$ cat config.mk
export PLATFORM = sky130hd
export DESIGN_NAME = regfile
export DESIGN_NICKNAME = d
export VERILOG_FILES = /design/src/rtl/regfile_pkg.sv /design/src/rtl/regfile_read_port.sv /design/src/rtl/regfile.sv
export SDC_FILE = /design/constraint.sdc
export NUM_CORES = 2
export LEC_CHECK = 0
export CORE_MARGIN = 2
export CORE_UTILIZATION = 40
export CTS_CLUSTER_DIAMETER = 120
export DETAILED_ROUTE_END_ITERATION = 7
export PLACE_DENSITY_LB_ADDON = 0.15
export SLEW_MARGIN = 15
export SYNTH_ARGS = -nofsm -noshare
export SYNTH_HDL_FRONTEND = slang
export SYNTH_HIERARCHICAL = 1
export SYNTH_SLANG_ARGS = --single-unit
$ cat constraint.sdc
create_clock -name clk -period 7.29 [get_ports clk]
set_clock_uncertainty 0.1 [all_clocks]
set_input_delay 1.458 -clock clk [delete_from_list [all_inputs] [get_ports clk]]
set_output_delay 1.458 -clock clk [all_outputs]
set_load 0.05 [all_outputs]
$ cat src/rtl/regfile_pkg.sv
// Shared sizing, index types and architectural register constants for the integer register file.
package regfile_pkg;

  localparam int unsigned DATA_WIDTH = 32;
  localparam int unsigned ADDR_WIDTH = 5;
  localparam int unsigned NUM_REGS   = 2 ** ADDR_WIDTH;

  typedef logic [ADDR_WIDTH-1:0] reg_addr_t;
  typedef logic [DATA_WIDTH-1:0] reg_data_t;

  // x0 is hardwired to zero; x1..x3 are exposed on the debug/log outputs
  localparam int unsigned ZERO_REG = 0;
  localparam int unsigned LOG_IDX1 = 1;
  localparam int unsigned LOG_IDX2 = 2;
  localparam int unsigned LOG_IDX3 = 3;

  // True when a write at this edge actually lands in storage
  function automatic logic write_hits(input logic en, input logic rst, input reg_addr_t addr);
    return en && !rst && (addr != ADDR_WIDTH'(ZERO_REG));
  endfunction

endpackage

$ cat src/rtl/regfile_read_port.sv
// One asynchronous read port: NUM_REGS:1 mux with x0 forced to zero.
// With REGFILE_WRITE_BYPASS_EN defined, a same-cycle write to the addressed register is forwarded.
module regfile_read_port #(
  parameter int unsigned DATA_WIDTH = regfile_pkg::DATA_WIDTH,
  parameter int unsigned ADDR_WIDTH = regfile_pkg::ADDR_WIDTH,
  parameter int unsigned NUM_REGS   = regfile_pkg::NUM_REGS
) (
  input  logic [NUM_REGS-1:1][DATA_WIDTH-1:0] regs,
  input  logic [ADDR_WIDTH-1:0]               addr,
`ifdef REGFILE_WRITE_BYPASS_EN
  input  logic                                rst,
  input  logic                                write_en,
  input  logic [ADDR_WIDTH-1:0]               write_reg,
  input  logic [DATA_WIDTH-1:0]               write_data,
`endif
  output logic [DATA_WIDTH-1:0]               data
);

  import regfile_pkg::*;

  logic [DATA_WIDTH-1:0] mux_data;

  // x0 is never stored, so the mux default of zero covers it
  always_comb begin
    mux_data = '0;
    for (int unsigned i = 1; i < NUM_REGS; i++) begin
      if (addr == ADDR_WIDTH'(i)) mux_data = regs[i];
    end
  end

`ifdef REGFILE_WRITE_BYPASS_EN
  // Write-first: the pending write wins over the stored value
  always_comb begin
    data = mux_data;
    if (write_en && !rst && (write_reg != ADDR_WIDTH'(ZERO_REG)) && (write_reg == addr))
      data = write_data;
  end
`else
  assign data = mux_data;
`endif

endmodule

$ cat src/rtl/regfile.sv
// 32x32 RISC-V style integer register file: two async read ports, one sync write port, x1..x3 log taps.
// Build option: define REGFILE_WRITE_BYPASS_EN for write-first forwarding on the read ports.
module regfile #(
  parameter int unsigned DATA_WIDTH = regfile_pkg::DATA_WIDTH,
  parameter int unsigned ADDR_WIDTH = regfile_pkg::ADDR_WIDTH,
  parameter int unsigned NUM_REGS   = regfile_pkg::NUM_REGS
) (
  input  logic                  clk,
  input  logic                  rst,
  input  logic [ADDR_WIDTH-1:0] read_reg1,
  input  logic [ADDR_WIDTH-1:0] read_reg2,
  input  logic [ADDR_WIDTH-1:0] write_reg,
  input  logic [DATA_WIDTH-1:0] write_data,
  input  logic                  write_en,
  output logic [DATA_WIDTH-1:0] read_data1,
  output logic [DATA_WIDTH-1:0] read_data2,
  output logic [DATA_WIDTH-1:0] log_reg_1,
  output logic [DATA_WIDTH-1:0] log_reg_2,
  output logic [DATA_WIDTH-1:0] log_reg_3
);

  import regfile_pkg::*;

  // Storage for x1..x(NUM_REGS-1); x0 has no flops
  logic [NUM_REGS-1:1][DATA_WIDTH-1:0] regs;

  // Reset beats write; writes to x0 are dropped by the decode
  always_ff @(posedge clk) begin
    if (rst) begin
      regs <= '0;
    end else if (write_en) begin
      for (int unsigned i = 1; i < NUM_REGS; i++) begin
        if (write_reg == ADDR_WIDTH'(i)) regs[i] <= write_data;
      end
    end
  end

  regfile_read_port #(
    .DATA_WIDTH (DATA_WIDTH),
    .ADDR_WIDTH (ADDR_WIDTH),
    .NUM_REGS   (NUM_REGS)
  ) u_read_port1 (
    .regs       (regs),
    .addr       (read_reg1),
`ifdef REGFILE_WRITE_BYPASS_EN
    .rst        (rst),
    .write_en   (write_en),
    .write_reg  (write_reg),
    .write_data (write_data),
`endif
    .data       (read_data1)
  );

  regfile_read_port #(
    .DATA_WIDTH (DATA_WIDTH),
    .ADDR_WIDTH (ADDR_WIDTH),
    .NUM_REGS   (NUM_REGS)
  ) u_read_port2 (
    .regs       (regs),
    .addr       (read_reg2),
`ifdef REGFILE_WRITE_BYPASS_EN
    .rst        (rst),
    .write_en   (write_en),
    .write_reg  (write_reg),
    .write_data (write_data),
`endif
    .data       (read_data2)
  );

  // Debug taps come straight from storage and never see the bypass
  assign log_reg_1 = regs[LOG_IDX1];
  assign log_reg_2 = regs[LOG_IDX2];
  assign log_reg_3 = regs[LOG_IDX3];

endmodule

==> results.json <==
{
  "status": "finished, violations left",
  "failed_checks": "DRC, setup timing",
  "yosysWarningCount": 6,
  "route.vias.total": 55320,
  "worstPathRequired_ns": 5.73,
  "clk_sinks": 992,
  "cpMaxStageDelayCell": "sky130_fd_sc_hd__nor2_2",
  "end_kind": "output port",
  "worst_path_most_repeated_cell": "sky130_fd_sc_hd__buf_4",
  "postSynthRegisterBits": 992,
  "synth_sequential_area_ratio_pct": 34.18,
  "dp_hpwl_um": 206500,
  "tritoncts": "yes",
  "placed_area_um2": 61690,
  "clockPowerShare_pct": 45.6,
  "cts_setup_buffers": 0,
  "timing.reg2reg.setup_slack_ns": 6.04,
  "synth-async-reset-ratio_pct": 0,
  "final-hold-violation-count": 0,
  "power.net_switching_mw": 4.147,
  "clockBufferDepth": 3,
  "setup_total_neg_slack_ns": -0.07512,
  "synthDominantCellAreaShare_pct": 34.18,
  "setup_viol_count_final": 2,
  "post_cts_hold_buffer_count": 0,
  "layout_area_growth_over_synthesis_pct": 13.24,
  "worstHoldPathCells": 2,
  "clock-root-buffer": "sky130_fd_sc_hd__clkbuf_16",
  "drv_slew": 0,
  "worst_hold_startpoint": "regs[956]",
  "syn-instance-count": 6499,
  "power.switching_fraction_pct": 29.52,
  "place_congestion": 1.054,
  "vias_in_the_first_global_route": 51480,
  "postSynth.topFlopCell": "sky130_fd_sc_hd__dfxtp_1",
  "critical_path.reg2reg.startpoint": "log_reg_3[13]",
  "timing.max_cap.violations": 0,
  "ys_types": 81,
  "synth_top_area_cells": "sky130_fd_sc_hd__dfxtp_1 34%, sky130_fd_sc_hd__mux2i_1 20%, sky130_fd_sc_hd__nand2b_1 11%, sky130_fd_sc_hd__o21ai_0 3.5%, sky130_fd_sc_hd__a21oi_1 2.9%",
  "design.final.nets": 6476,
  "cell_internal_pwr_mw": 9.900,
  "power.total_mw": 14.05,
  "r2r-end": "log_reg_3[13]",
  "synth_largest_area_cell": "sky130_fd_sc_hd__dfxtp_1",
  "crit_path_max_fanout": 21,
  "combPwrFrac_pct": 15.3,
  "power_density_nw_per_um2": 213.5,
  "layout.filler_cells": 13890,
  "floorplan.rows": 139,
  "rsz0062_at_grt": "false",
  "timing.critical_path.from_type": "input port",
  "final-seq-area_um2": 19860,
  "totalWireLength_um": 303500,
  "multiInputGateArea_um2": 34250,
  "critical_path_arrival_ns": 5.77,
  "final.min_clock_period_ns": 7.332,
  "static-leakage-power_nw": 29.43,
  "postSynthNetCount": 6549,
  "first_drt_pass_iteration_count": 8,
  "die_y_um": 385.1,
  "fin_crit_sh_pct": 100.6,
  "cts-htree-levels": 3,
  "syn_avg_cell_area_um2": 8.940,
  "worstMarginPinSlew_ns": 1.305,
  "cp.buffers_inverters": 4,
  "maximum_number_of_pins_on_one_net_before_global_route_repair": 211,
  "final_critical_path_setup_slack_ns": -0.04178,
  "detail_route.wl_per_cell_um": 36.00,
  "clkSlewWorstSetupHoldPaths_ns": 0.06,
  "drtIter0Drc": 8473,
  "initial_core_util_pct": 40.40,
  "timing.hold.worst_endpoint": "regs[956]",
  "worst_skew_pair.late_latency_ns": 0.74,
  "worst-setup-path-type": "in2out",
  "timing.slew.headroom_pct": 12.91,
  "globalRouteTotalUtil_pct": 39.48,
  "postLayoutCellArea_um2": 65790,
  "buffer_ports.inserted": 209,
  "cell_type_group_with_the_largest_total_delay_on_the_critical_path": "simple AND/OR/NAND/NOR gates",
  "fraction_of_layout_instances_using_a_drive_strength_above_1_pct": 13.57,
  "grt_antenna_before_repair": 18,
  "core_um2": 143800,
  "final_antenna_net_count": 0,
  "cts_resized": 0,
  "cts-buffers-inserted": 116,
  "cp_slowest_stage_delay_ns": 1.11,
  "vias_per_cell": 6.561,
  "grt_first_pass_wirelength_um": 416500,
  "route.detailed.drc": 1,
  "grt_overflow": 0,
  "floorplan.io_pins": 210,
  "die_area_um2": 148300,
  "crit_chain": "buf_2 > nand3b_2 > nor2_2 > buf_4 > a22oi_1 > nand3_1 > o21ai_0 > buf_4 > a21oi_1 > a221o_1 > buf_4",
  "share_seq_of_total_power_pct": 39.2,
  "holdWs_ns": 0.3884,
  "die_width_um": 385.1,
  "max_clock_freq_ghz": 0.1364,
  "netlist_area_um2": 58100,
  "worst_ir_drop_vdd_uv": 229.0,
  "worst_hold_path_type": "reg2reg",
  "synth-edff-count": 0,
  "r2r_cells": 2
}
==> cells by family after synthesis <==
group	count (synthesis)	synth area share, %
simple gates	1871	18.17
compound gates	1570	17.33
mux	1304	23.11
flops	992	34.18
buf+inv	762	7.208
==> layout by cell type, fill, tap and decap left out, types with 29 or more instances in the layout <==
master,Yosys,layout
sky130_fd_sc_hd__nor3_1,58,58
sky130_fd_sc_hd__a21o_1,42,42
sky130_fd_sc_hd__o221ai_1,48,48
sky130_fd_sc_hd__o22ai_1,170,170
sky130_fd_sc_hd__a221oi_1,52,52
sky130_fd_sc_hd__a31oi_1,68,68
sky130_fd_sc_hd__nand3_1,84,84
sky130_fd_sc_hd__nand2_1,308,306
sky130_fd_sc_hd__o211ai_1,38,38
sky130_fd_sc_hd__nand2b_1,1040,1010
sky130_fd_sc_hd__buf_12,0,49
sky130_fd_sc_hd__buf_4,183,363
sky130_fd_sc_hd__a22oi_1,116,116
sky130_fd_sc_hd__nor2_1,180,175
sky130_fd_sc_hd__mux2_2,100,100
sky130_fd_sc_hd__dfxtp_1,992,992
sky130_fd_sc_hd__clkbuf_16,0,116
sky130_fd_sc_hd__a211oi_1,30,30
sky130_fd_sc_hd__clkdlybuf4s50_1,0,134
sky130_fd_sc_hd__o21ai_0,410,409
sky130_fd_sc_hd__a21oi_1,340,340
sky130_fd_sc_hd__mux2i_1,1184,1184
sky130_fd_sc_hd__nand2b_2,0,29
sky130_fd_sc_hd__a22o_1,30,30
==> per-stage QoR <==
step	utilization, %	instances	worst slack [ns]
3_5_place_dp	42.89	8211	0.4472
5_1_grt	45.74	8427	0.1978
2_1_floorplan	-	6499	1.747
6_report	45.74	8431	-0.04178
3_3_place_gp	42.88	8210	0.4814
4_1_cts	45.74	8427	0.4176
==> power groups by stage <==
| stage | clock network (mW) | logic [mW] | registers [mW] |
|---|---|---|---|
| 2_1_floorplan | 0 | 1.07 | 5.60 |
| 3_3_place_gp | 0 | 2.03 | 5.62 |
| 3_5_place_dp | 0 | 2.03 | 5.62 |
| 4_1_cts | 6.44 | 2.04 | 5.50 |
| 5_1_grt | 6.66 | 2.13 | 5.50 |
| 6_report | 6.40 | 2.14 | 5.50 |
==> flip-flops by register name (all words and copies together) (netlist names) <==
register	cells
log_reg_2	32
log_reg_1	32
regs	896
log_reg_3	32
==> synth_stat cells, types with 68 or more instances <==
cell type	number
sky130_fd_sc_hd__clkbuf_1	280
sky130_fd_sc_hd__o22ai_1	170
sky130_fd_sc_hd__dfxtp_1	992
sky130_fd_sc_hd__a31oi_1	68
sky130_fd_sc_hd__o21ai_0	410
sky130_fd_sc_hd__mux2i_1	1184
sky130_fd_sc_hd__mux2_2	100
sky130_fd_sc_hd__nor2_1	180
sky130_fd_sc_hd__a22oi_1	116
sky130_fd_sc_hd__buf_2	216
sky130_fd_sc_hd__nand2_1	308
sky130_fd_sc_hd__nand2b_1	1040
sky130_fd_sc_hd__nand3_1	84
sky130_fd_sc_hd__a21oi_1	340
sky130_fd_sc_hd__buf_4	183
==> tightest hold or removal path, cell delays in order, from the launching register on <==
cell and delay (ns):
sky130_fd_sc_hd__dfxtp_1 0.32, sky130_fd_sc_hd__nand2b_1 0.07, sky130_fd_sc_hd__mux2i_1 0.06
==> per-layer routing <==
metal / vias up / routed length, µm / GRT usage, % / share of wire (%)
li1: 23100 / - / - / -
met1: 27310 / 121200 / 52.05 / 40
met2: 3973 / 122600 / 56.50 / 40
met3: 925 / 36260 / 10.76 / 12
met4: 18 / 23320 / 25.23 / 7.7
met5: - / 126 / 0 / 0.042
==> final cells by class <==
| cell class | count | area share, % |
|---|---|---|
| clock buffer | 160 | 5.028 |
| antenna | 4 | 0.01521 |
| sequential | 992 | 30.18 |
| timing repair buffer | 553 | 7.801 |
| clock inverter | 56 | 1.190 |
| tap | 1903 | 3.619 |
| multi-input combinational | 4745 | 52.06 |
| inverter | 18 | 0.1027 |
==> worst max path at each step <==
| stage | from | to | slack, ns | cells past startpoint |
|---|---|---|---|---|
| floorplan | read_reg1[1] | read_data1[27] | 1.75 | 10 |
| global placement | read_reg2[1] | read_data2[2] | 0.48 | 12 |
| detailed placement | read_reg2[3] | read_data2[31] | 0.45 | 11 |
| CTS | read_reg2[3] | read_data2[31] | 0.42 | 11 |
| global route | read_reg2[3] | read_data2[31] | 0.20 | 11 |
| finish | read_reg2[3] | read_data2[24] | -0.04 | 11 |
Note: power is estimated with default switching activity, not from simulation.
